**config.mk**
```make
export PLATFORM = sky130hd
export DESIGN_NAME = pipe_ctrl
export DESIGN_NICKNAME = d
export VERILOG_FILES = /design/src/rtl/pipe_ctrl_pkg.sv /design/src/rtl/hazard_match.sv /design/src/rtl/pipe_ctrl.sv
export SDC_FILE = /design/constraint.sdc
export NUM_CORES = 1
export LEC_CHECK = 0
export BUFFER_PORTS_ARGS = -buffer_cell sky130_fd_sc_hd__buf_2
export CAP_MARGIN = 20
export CORE_MARGIN = 8
export CORE_UTILIZATION = 48
export DETAILED_ROUTE_END_ITERATION = 7
export PLACE_DENSITY_LB_ADDON = 0.2
export REMOVE_ABC_BUFFERS = 1
export SLEW_MARGIN = 10
export SYNTH_ARGS = -nofsm -noshare
export SYNTH_HDL_FRONTEND = slang
export SYNTH_SLANG_ARGS = --single-unit
```
**constraint.sdc**
```tcl
create_clock -name clk -period 2.55 [get_ports clk]
set_clock_uncertainty 0.05 [all_clocks]
set_input_delay 0.3825 -clock clk [delete_from_list [all_inputs] [get_ports clk]]
set_output_delay 0.3825 -clock clk [all_outputs]
set_load 0.02 [all_outputs]
```
**src/rtl/pipe_ctrl_pkg.sv**
```systemverilog
// pipe_ctrl_pkg: shared types and helpers for the pipeline sequencing controller.
//   state_t     - controller FSM encoding (also exported on the debug port)
//   sb_entry_t  - one shadow-scoreboard entry {valid, wreg, dest}
//   NOP_DEST    - destination used by empty entries ($0 is never a hazard)
//   entry_match - RAW match of one source register against one entry
package pipe_ctrl_pkg;

    typedef enum logic [1:0] {
        RUN    = 2'd0,
        STALL  = 2'd1,
        DRAIN  = 2'd2,
        HALTED = 2'd3
    } state_t;

    typedef struct packed {
        logic       valid;
        logic       wreg;
        logic [4:0] dest;
    } sb_entry_t;

    localparam logic [4:0] NOP_DEST = 5'd0;

    localparam sb_entry_t SB_EMPTY = '{valid: 1'b0, wreg: 1'b0, dest: NOP_DEST};

    // $0 is hardwired to zero, so a read of it can never depend on a writer.
    function automatic logic entry_match(sb_entry_t e, logic [4:0] r);
        return e.wreg && (e.dest == r) && (r != NOP_DEST);
    endfunction

endpackage

```
**src/rtl/hazard_match.sv**
```systemverilog
// hazard_match: combinational RAW compare of one source register against
// the EX/MEM/WB scoreboard entries.
//   WB_HAZARD - 1: the WB entry also matches (register file writes on rising edge)
//   src       - source register number read by the ID instruction
//   sb0..sb2  - packed sb_entry_t for EX, MEM, WB
//   match     - src is produced by an in-flight instruction not yet visible
module hazard_match
    import pipe_ctrl_pkg::*;
#(
    parameter bit WB_HAZARD = 1'b0
) (
    input  logic [4:0] src,
    input  logic [6:0] sb0,
    input  logic [6:0] sb1,
    input  logic [6:0] sb2,
    output logic       match
);

    sb_entry_t e0, e1, e2;

    assign e0 = sb_entry_t'(sb0);
    assign e1 = sb_entry_t'(sb1);
    assign e2 = sb_entry_t'(sb2);

    // With a falling-edge register file the WB value is already readable in ID,
    // so the WB entry only counts when the file writes on the rising edge.
    assign match = entry_match(e0, src)
                 | entry_match(e1, src)
                 | (WB_HAZARD & entry_match(e2, src));

endmodule

```
**src/rtl/pipe_ctrl.sv**
```systemverilog
// pipe_ctrl: pipeline sequencing controller for the 5-stage stalling CPU.
// Tracks in-flight destinations (EX/MEM/WB), detects RAW hazards for the ID
// instruction, and is the only source of PC / IF/ID / ID/EX control.
//   clk, rst          - clock, synchronous active-high reset
//   id_*              - ID instruction: valid, sources, source use, dest write
//   ex_branch_taken   - EX branch resolved taken (flush wrong-path fetches)
//   halt_req, resume  - drain-and-halt request, leave HALTED
//   stall/bubble/flush- hold PC+IF/ID / NOP into ID/EX / clear IF/ID
//   halted, state     - halt status and FSM state (debug)
//   *_cnt             - wrapping performance counters, CNT_W bits
module pipe_ctrl
    import pipe_ctrl_pkg::*;
#(
    parameter bit WB_HAZARD = 1'b0,
    parameter int CNT_W     = 32
) (
    input  logic             clk,
    input  logic             rst,
    input  logic             id_valid,
    input  logic [4:0]       id_rs,
    input  logic [4:0]       id_rt,
    input  logic             id_use_rs,
    input  logic             id_use_rt,
    input  logic             id_wreg,
    input  logic [4:0]       id_destR,
    input  logic             ex_branch_taken,
    input  logic             halt_req,
    input  logic             resume,
    output logic             stall,
    output logic             bubble,
    output logic             flush,
    output logic             halted,
    output logic [1:0]       state,
    output logic [CNT_W-1:0] cycle_cnt,
    output logic [CNT_W-1:0] stall_cnt,
    output logic [CNT_W-1:0] flush_cnt,
    output logic [CNT_W-1:0] retire_cnt
);

    state_t    state_q, state_d;
    sb_entry_t sb0_q, sb1_q, sb2_q;
    sb_entry_t sb0_d;
    logic      rs_match, rt_match, hazard;
    logic      run_like;

    hazard_match #(.WB_HAZARD(WB_HAZARD)) u_match_rs (
        .src   (id_rs),
        .sb0   (sb0_q),
        .sb1   (sb1_q),
        .sb2   (sb2_q),
        .match (rs_match)
    );

    hazard_match #(.WB_HAZARD(WB_HAZARD)) u_match_rt (
        .src   (id_rt),
        .sb0   (sb0_q),
        .sb1   (sb1_q),
        .sb2   (sb2_q),
        .match (rt_match)
    );

    assign hazard   = id_valid & ((id_use_rs & rs_match) | (id_use_rt & rt_match));
    assign run_like = (state_q == RUN) || (state_q == STALL);

    // NOTE: every signal driven here gets a default first, so no path leaves
    // a value unassigned and no latch is inferred.
    always_comb begin
        stall  = 1'b0;
        bubble = 1'b0;
        flush  = 1'b0;
        halted = 1'b0;
        unique case (state_q)
            RUN, STALL: begin
                stall  = hazard;
                bubble = hazard;
            end
            DRAIN: begin
                stall  = 1'b1;
                bubble = 1'b1;
            end
            HALTED: begin
                stall  = 1'b1;
                bubble = 1'b1;
                halted = 1'b1;
            end
            default: ;
        endcase
        // The ID instruction is wrong-path after a taken branch, so the branch
        // wins over any hazard; PC is only released while running.
        if (ex_branch_taken) begin
            flush  = 1'b1;
            bubble = 1'b1;
            if (run_like) stall = 1'b0;
        end
        if (rst) begin
            stall  = 1'b0;
            bubble = 1'b1;
            flush  = 1'b1;
            halted = 1'b0;
        end
    end

    // The EX entry only receives the ID instruction when it actually issues.
    always_comb begin
        sb0_d = SB_EMPTY;
        if (!bubble) begin
            sb0_d.valid = id_valid;
            sb0_d.wreg  = id_wreg & (id_destR != NOP_DEST);
            sb0_d.dest  = id_destR;
        end
    end

    always_comb begin
        state_d = state_q;
        unique case (state_q)
            RUN: begin
                if (halt_req)    state_d = DRAIN;
                else if (hazard) state_d = STALL;
            end
            STALL: begin
                if (halt_req)     state_d = DRAIN;
                else if (!hazard) state_d = RUN;
            end
            DRAIN: begin
                // Empty on the next-state scoreboard: sb1<=sb0, sb2<=sb1.
                if (!sb0_d.valid && !sb0_q.valid && !sb1_q.valid) state_d = HALTED;
            end
            HALTED: begin
                if (resume) state_d = RUN;
            end
            default: state_d = RUN;
        endcase
    end

    // NOTE: sequential state uses non-blocking assignments so every register
    // samples the pre-edge values, independent of statement order.
    // NOTE: the scoreboard is reset along with the FSM because its valid bits
    // drive hazard detection and drain completion; stale entries would stall
    // or hang the pipeline after reset.
    always_ff @(posedge clk) begin
        if (rst) begin
            state_q    <= RUN;
            sb0_q      <= SB_EMPTY;
            sb1_q      <= SB_EMPTY;
            sb2_q      <= SB_EMPTY;
            cycle_cnt  <= '0;
            stall_cnt  <= '0;
            flush_cnt  <= '0;
            retire_cnt <= '0;
        end else begin
            state_q    <= state_d;
            sb0_q      <= sb0_d;
            sb1_q      <= sb0_q;
            sb2_q      <= sb1_q;
            cycle_cnt  <= cycle_cnt + CNT_W'(1);
            // In RUN/STALL, stall is already masked by a taken branch.
            stall_cnt  <= stall_cnt + CNT_W'(run_like & stall);
            flush_cnt  <= flush_cnt + CNT_W'(flush);
            retire_cnt <= retire_cnt + CNT_W'(sb2_q.valid);
        end
    end

    assign state = state_q;

endmodule

```
==> impl_metrics.yaml <==
layout:
  nFillCells: 1195
  nNetsFinal: 914
  instances_no_fill: 1071
  syn2layout_area_growth_pct: 26.7
  layout-drive-gt1-share: 0.254
  utilization: 0.614
  antenna_cells: 0
  fin_area_sq_um: 8000
yosys:
  synth_common_cells: "dfxtp_1, nor2_1, xor2_1"
  synth_compound_area_frac: 0.0446
  synthTopCellsByArea: "dfxtp_1, xor2_1, xnor2_1, nor2_1, nand3_1"
  synthSimpleGateAreaFrac: 0.291
  ys_ff_latch: 145
  synth_top_area_share: 0.460
  synth_seq_area_share: 0.460
  synth.distinct_cells: 39
  synth_ff_type: "dfxtp_1"
  avgSynthCellArea_sq_um: 8.82
  synth.mux.area_fraction: 0
  synthCells: 715
  async_flop_share: 0
  synth_area_sq_um: 6310
  synth_edf_count: 0
  ys_warn_count: 0
  synth_top_family_by_area: "simple AND/OR/NAND/NOR gates"
  yosysTopAreaCell: "dfxtp_1"
  synth.most_common_cell: "dfxtp_1"
  synthXorXnorAreaFrac: 0.167
  synthAdderAreaFrac: 0.0139
power_and_ir_drop:
  p_total_mw: 4.78
  cellPowerDensity_nw_per_um2: 598
  power.leakage_nw: 3.35
  ir_drop_mv: 0.429
sta:
  slew_viol_final: 0
  setup_viol: 0
  slew_headroom: 0.493
  fin_crit_ns: 2.54
  hold_viol: 0
  max_freq_ghz: 0.394
  holdWs_ns: 0.153
  worst_pin_slew_ns: 0.758
  rsz0062_at_grt: "yes"
  period_share: 0.995
detailed_routing:
  wl_met1_um: 6650
  wirelength_um: 15400
  wl_met3_um: 1060
  wire_per_inst_um: 14.4
  routed_via_density: 5.19
  num_vias: 5555
  dr.pass1.iters: 4
  wl_met2_um: 7480
  drt_drc_violations_left: 0
  drt_iter0_markers: 231
  maxUsedRoutingLayer: "met4"
  ant_nets: 0
clock_tree:
  cts_sinks: 145
  cts_hold_buf: 0
  clk_pin_slew_ns: 0.06
  root_buffer: "clkbuf_16"
  tritoncts: "built"
  cts_buffer_depth: 2
  insertion_delay_ns: 0.41
  cts_buffers: 17
  htree_levels: 4
worst_setup_path:
  setup.worst_path.end_class: "register"
  critical_path.max_stage_delay_ns: 0.52
  arrival_ns: 2.83
  start_kind: "register"
  crit_buf_inv: 0
  cp_data_required_time_ns: 2.84
  criticalPathCategory: "reg2reg"
  cp_max_fo: 7
  path_delay_family: "simple AND/OR/NAND/NOR gates"
  crit_chain: "xnor2_1 -> nand4_1 -> o22ai_2 -> a22oi_2 -> nor3_2 -> ha_2 -> and3_4 -> or4b_4 -> or3_1 -> a21oi_2"
  crit_slowest_cell: "or4b_4"
global_route:
  antenna_found_initial: 0
  overflow: 0
  grt_pass1_vias: 5358
  track_usage: 0.181
  grt_pass1_wl_um: 25000
  grt_max_degree: 114
placed_design:
  post_dp_cell_area_sq_um: 7320
  place_congestion: 0.815
  numPortBuffers: 157
  hpwl_um: 11300
  dp_cells: 1038
status:
  status: "finished clean"
die:
  die_area_sq_um: 17100
  start_util: 0.484
  die-width_um: 131
  io_pins: 158
  fp.dieH_um: 131
  design.core.area_sq_um: 13000
  rows: 42
run:
  maxCapViolations: 0
worst_hold_path:
  hold_path.class: "in2reg"
## cell type report
type,count,area (sq um),share of cell area
clock inverter,6,55.1,0.00688
sequential,145,2910,0.364
clock buffer,25,495,0.0620
multi-input combinational,533,3330,0.417
inverter,14,52.6,0.00657
tap,176,220,0.0275
timing repair buffer,172,925,0.116
## routing by layer
layer,GRT usage,vias to the layer above
met5,0,-
met4,0.0749,0
met3,0.0548,16
met2,0.309,145
met1,0.207,2594
li1,-,2800
## cells by family after synthesis
logic type	Yosys count
adders and majority gates	7
buffers and inverters	37
AOI/OAI and AO/OA	50
and+or+nand+nor	356
xor gates and xnor gates	120
DFF	145
## flip-flops by register name, summed over array words and instances, names as in the netlist
name	flops
cycle_cnt	32
flush_cnt	32
sb2_q	1
sb1_q	7
sb0_q	7
retire_cnt	32
state	2
stall_cnt	32
## path summary, 6_finish.rpt
check | startpoint | endpoint | slack (ns) | depth (start not counted)
worst max register to register | sb0_q[2] | stall_cnt[21] | 0.01 | 10
worst min-delay path | resume | state[1] | 0.15 | 2
worst max-delay path | sb0_q[2] | stall_cnt[21] | 0.01 | 10
worst min register to register | sb0_q[6] | sb1_q[6] | 0.41 | 1
## report_power, final
group          leakage (nW)  internal, mW  switching, mW  total (mW)
Combinational          1.90        0.0720         0.0981       0.170
Clock                 0.277          1.43          0.878        2.31
Sequential             1.17          2.28         0.0190        2.30
## worst reg2reg max path, delay by kind of cell (launching register included)
family | cells | cell delay, ns
AO/OA/AOI/OAI | 3 | 0.39
XOR/XNOR | 1 | 0.15
adder cells (fa/ha/maj) | 1 | 0.21
flip-flops | 1 | 0.34
AND/OR/NAND/NOR | 5 | 1.31
## cell usage in the layout (no fill, tap or decap), types with 4 or more instances in the layout
cell,instances
inv_1,14
nand4_1,36
ha_1,6
a21oi_1,20
dfxtp_1,138
buf_2,156
clkinv_2,5
xnor2_1,47
nand2_1,42
nor2b_1,15
nor2_1,113
and4_1,16
nor3_1,15
nand3_1,51
nor3_2,4
or3_1,23
and3_1,23
dfxtp_2,6
xor2_1,70
clkbuf_16,17
o21ai_0,20
buf_4,14
clkbuf_8,4
nor4_1,4
clkbuf_1,4
## through the flow
step | setup TNS (ns) | setup WS, ns
after CTS | -0.375 | -0.0757
after detailed placement | -5.93 | -0.382
after global routing | -0.589 | -0.0835
after floorplan | -1.24 | -0.106
final | 0 | 0.0121
after global placement | -3.87 | -0.242
## repair_timing
action,in CTS,in global routing
pin swaps,4,5
buffers inserted,0,1
endpoints found under the setup margin,16,21
gates cloned,0,0
gates resized for setup,10,13
No activity file was read; power rests on OpenSTA's default activity.
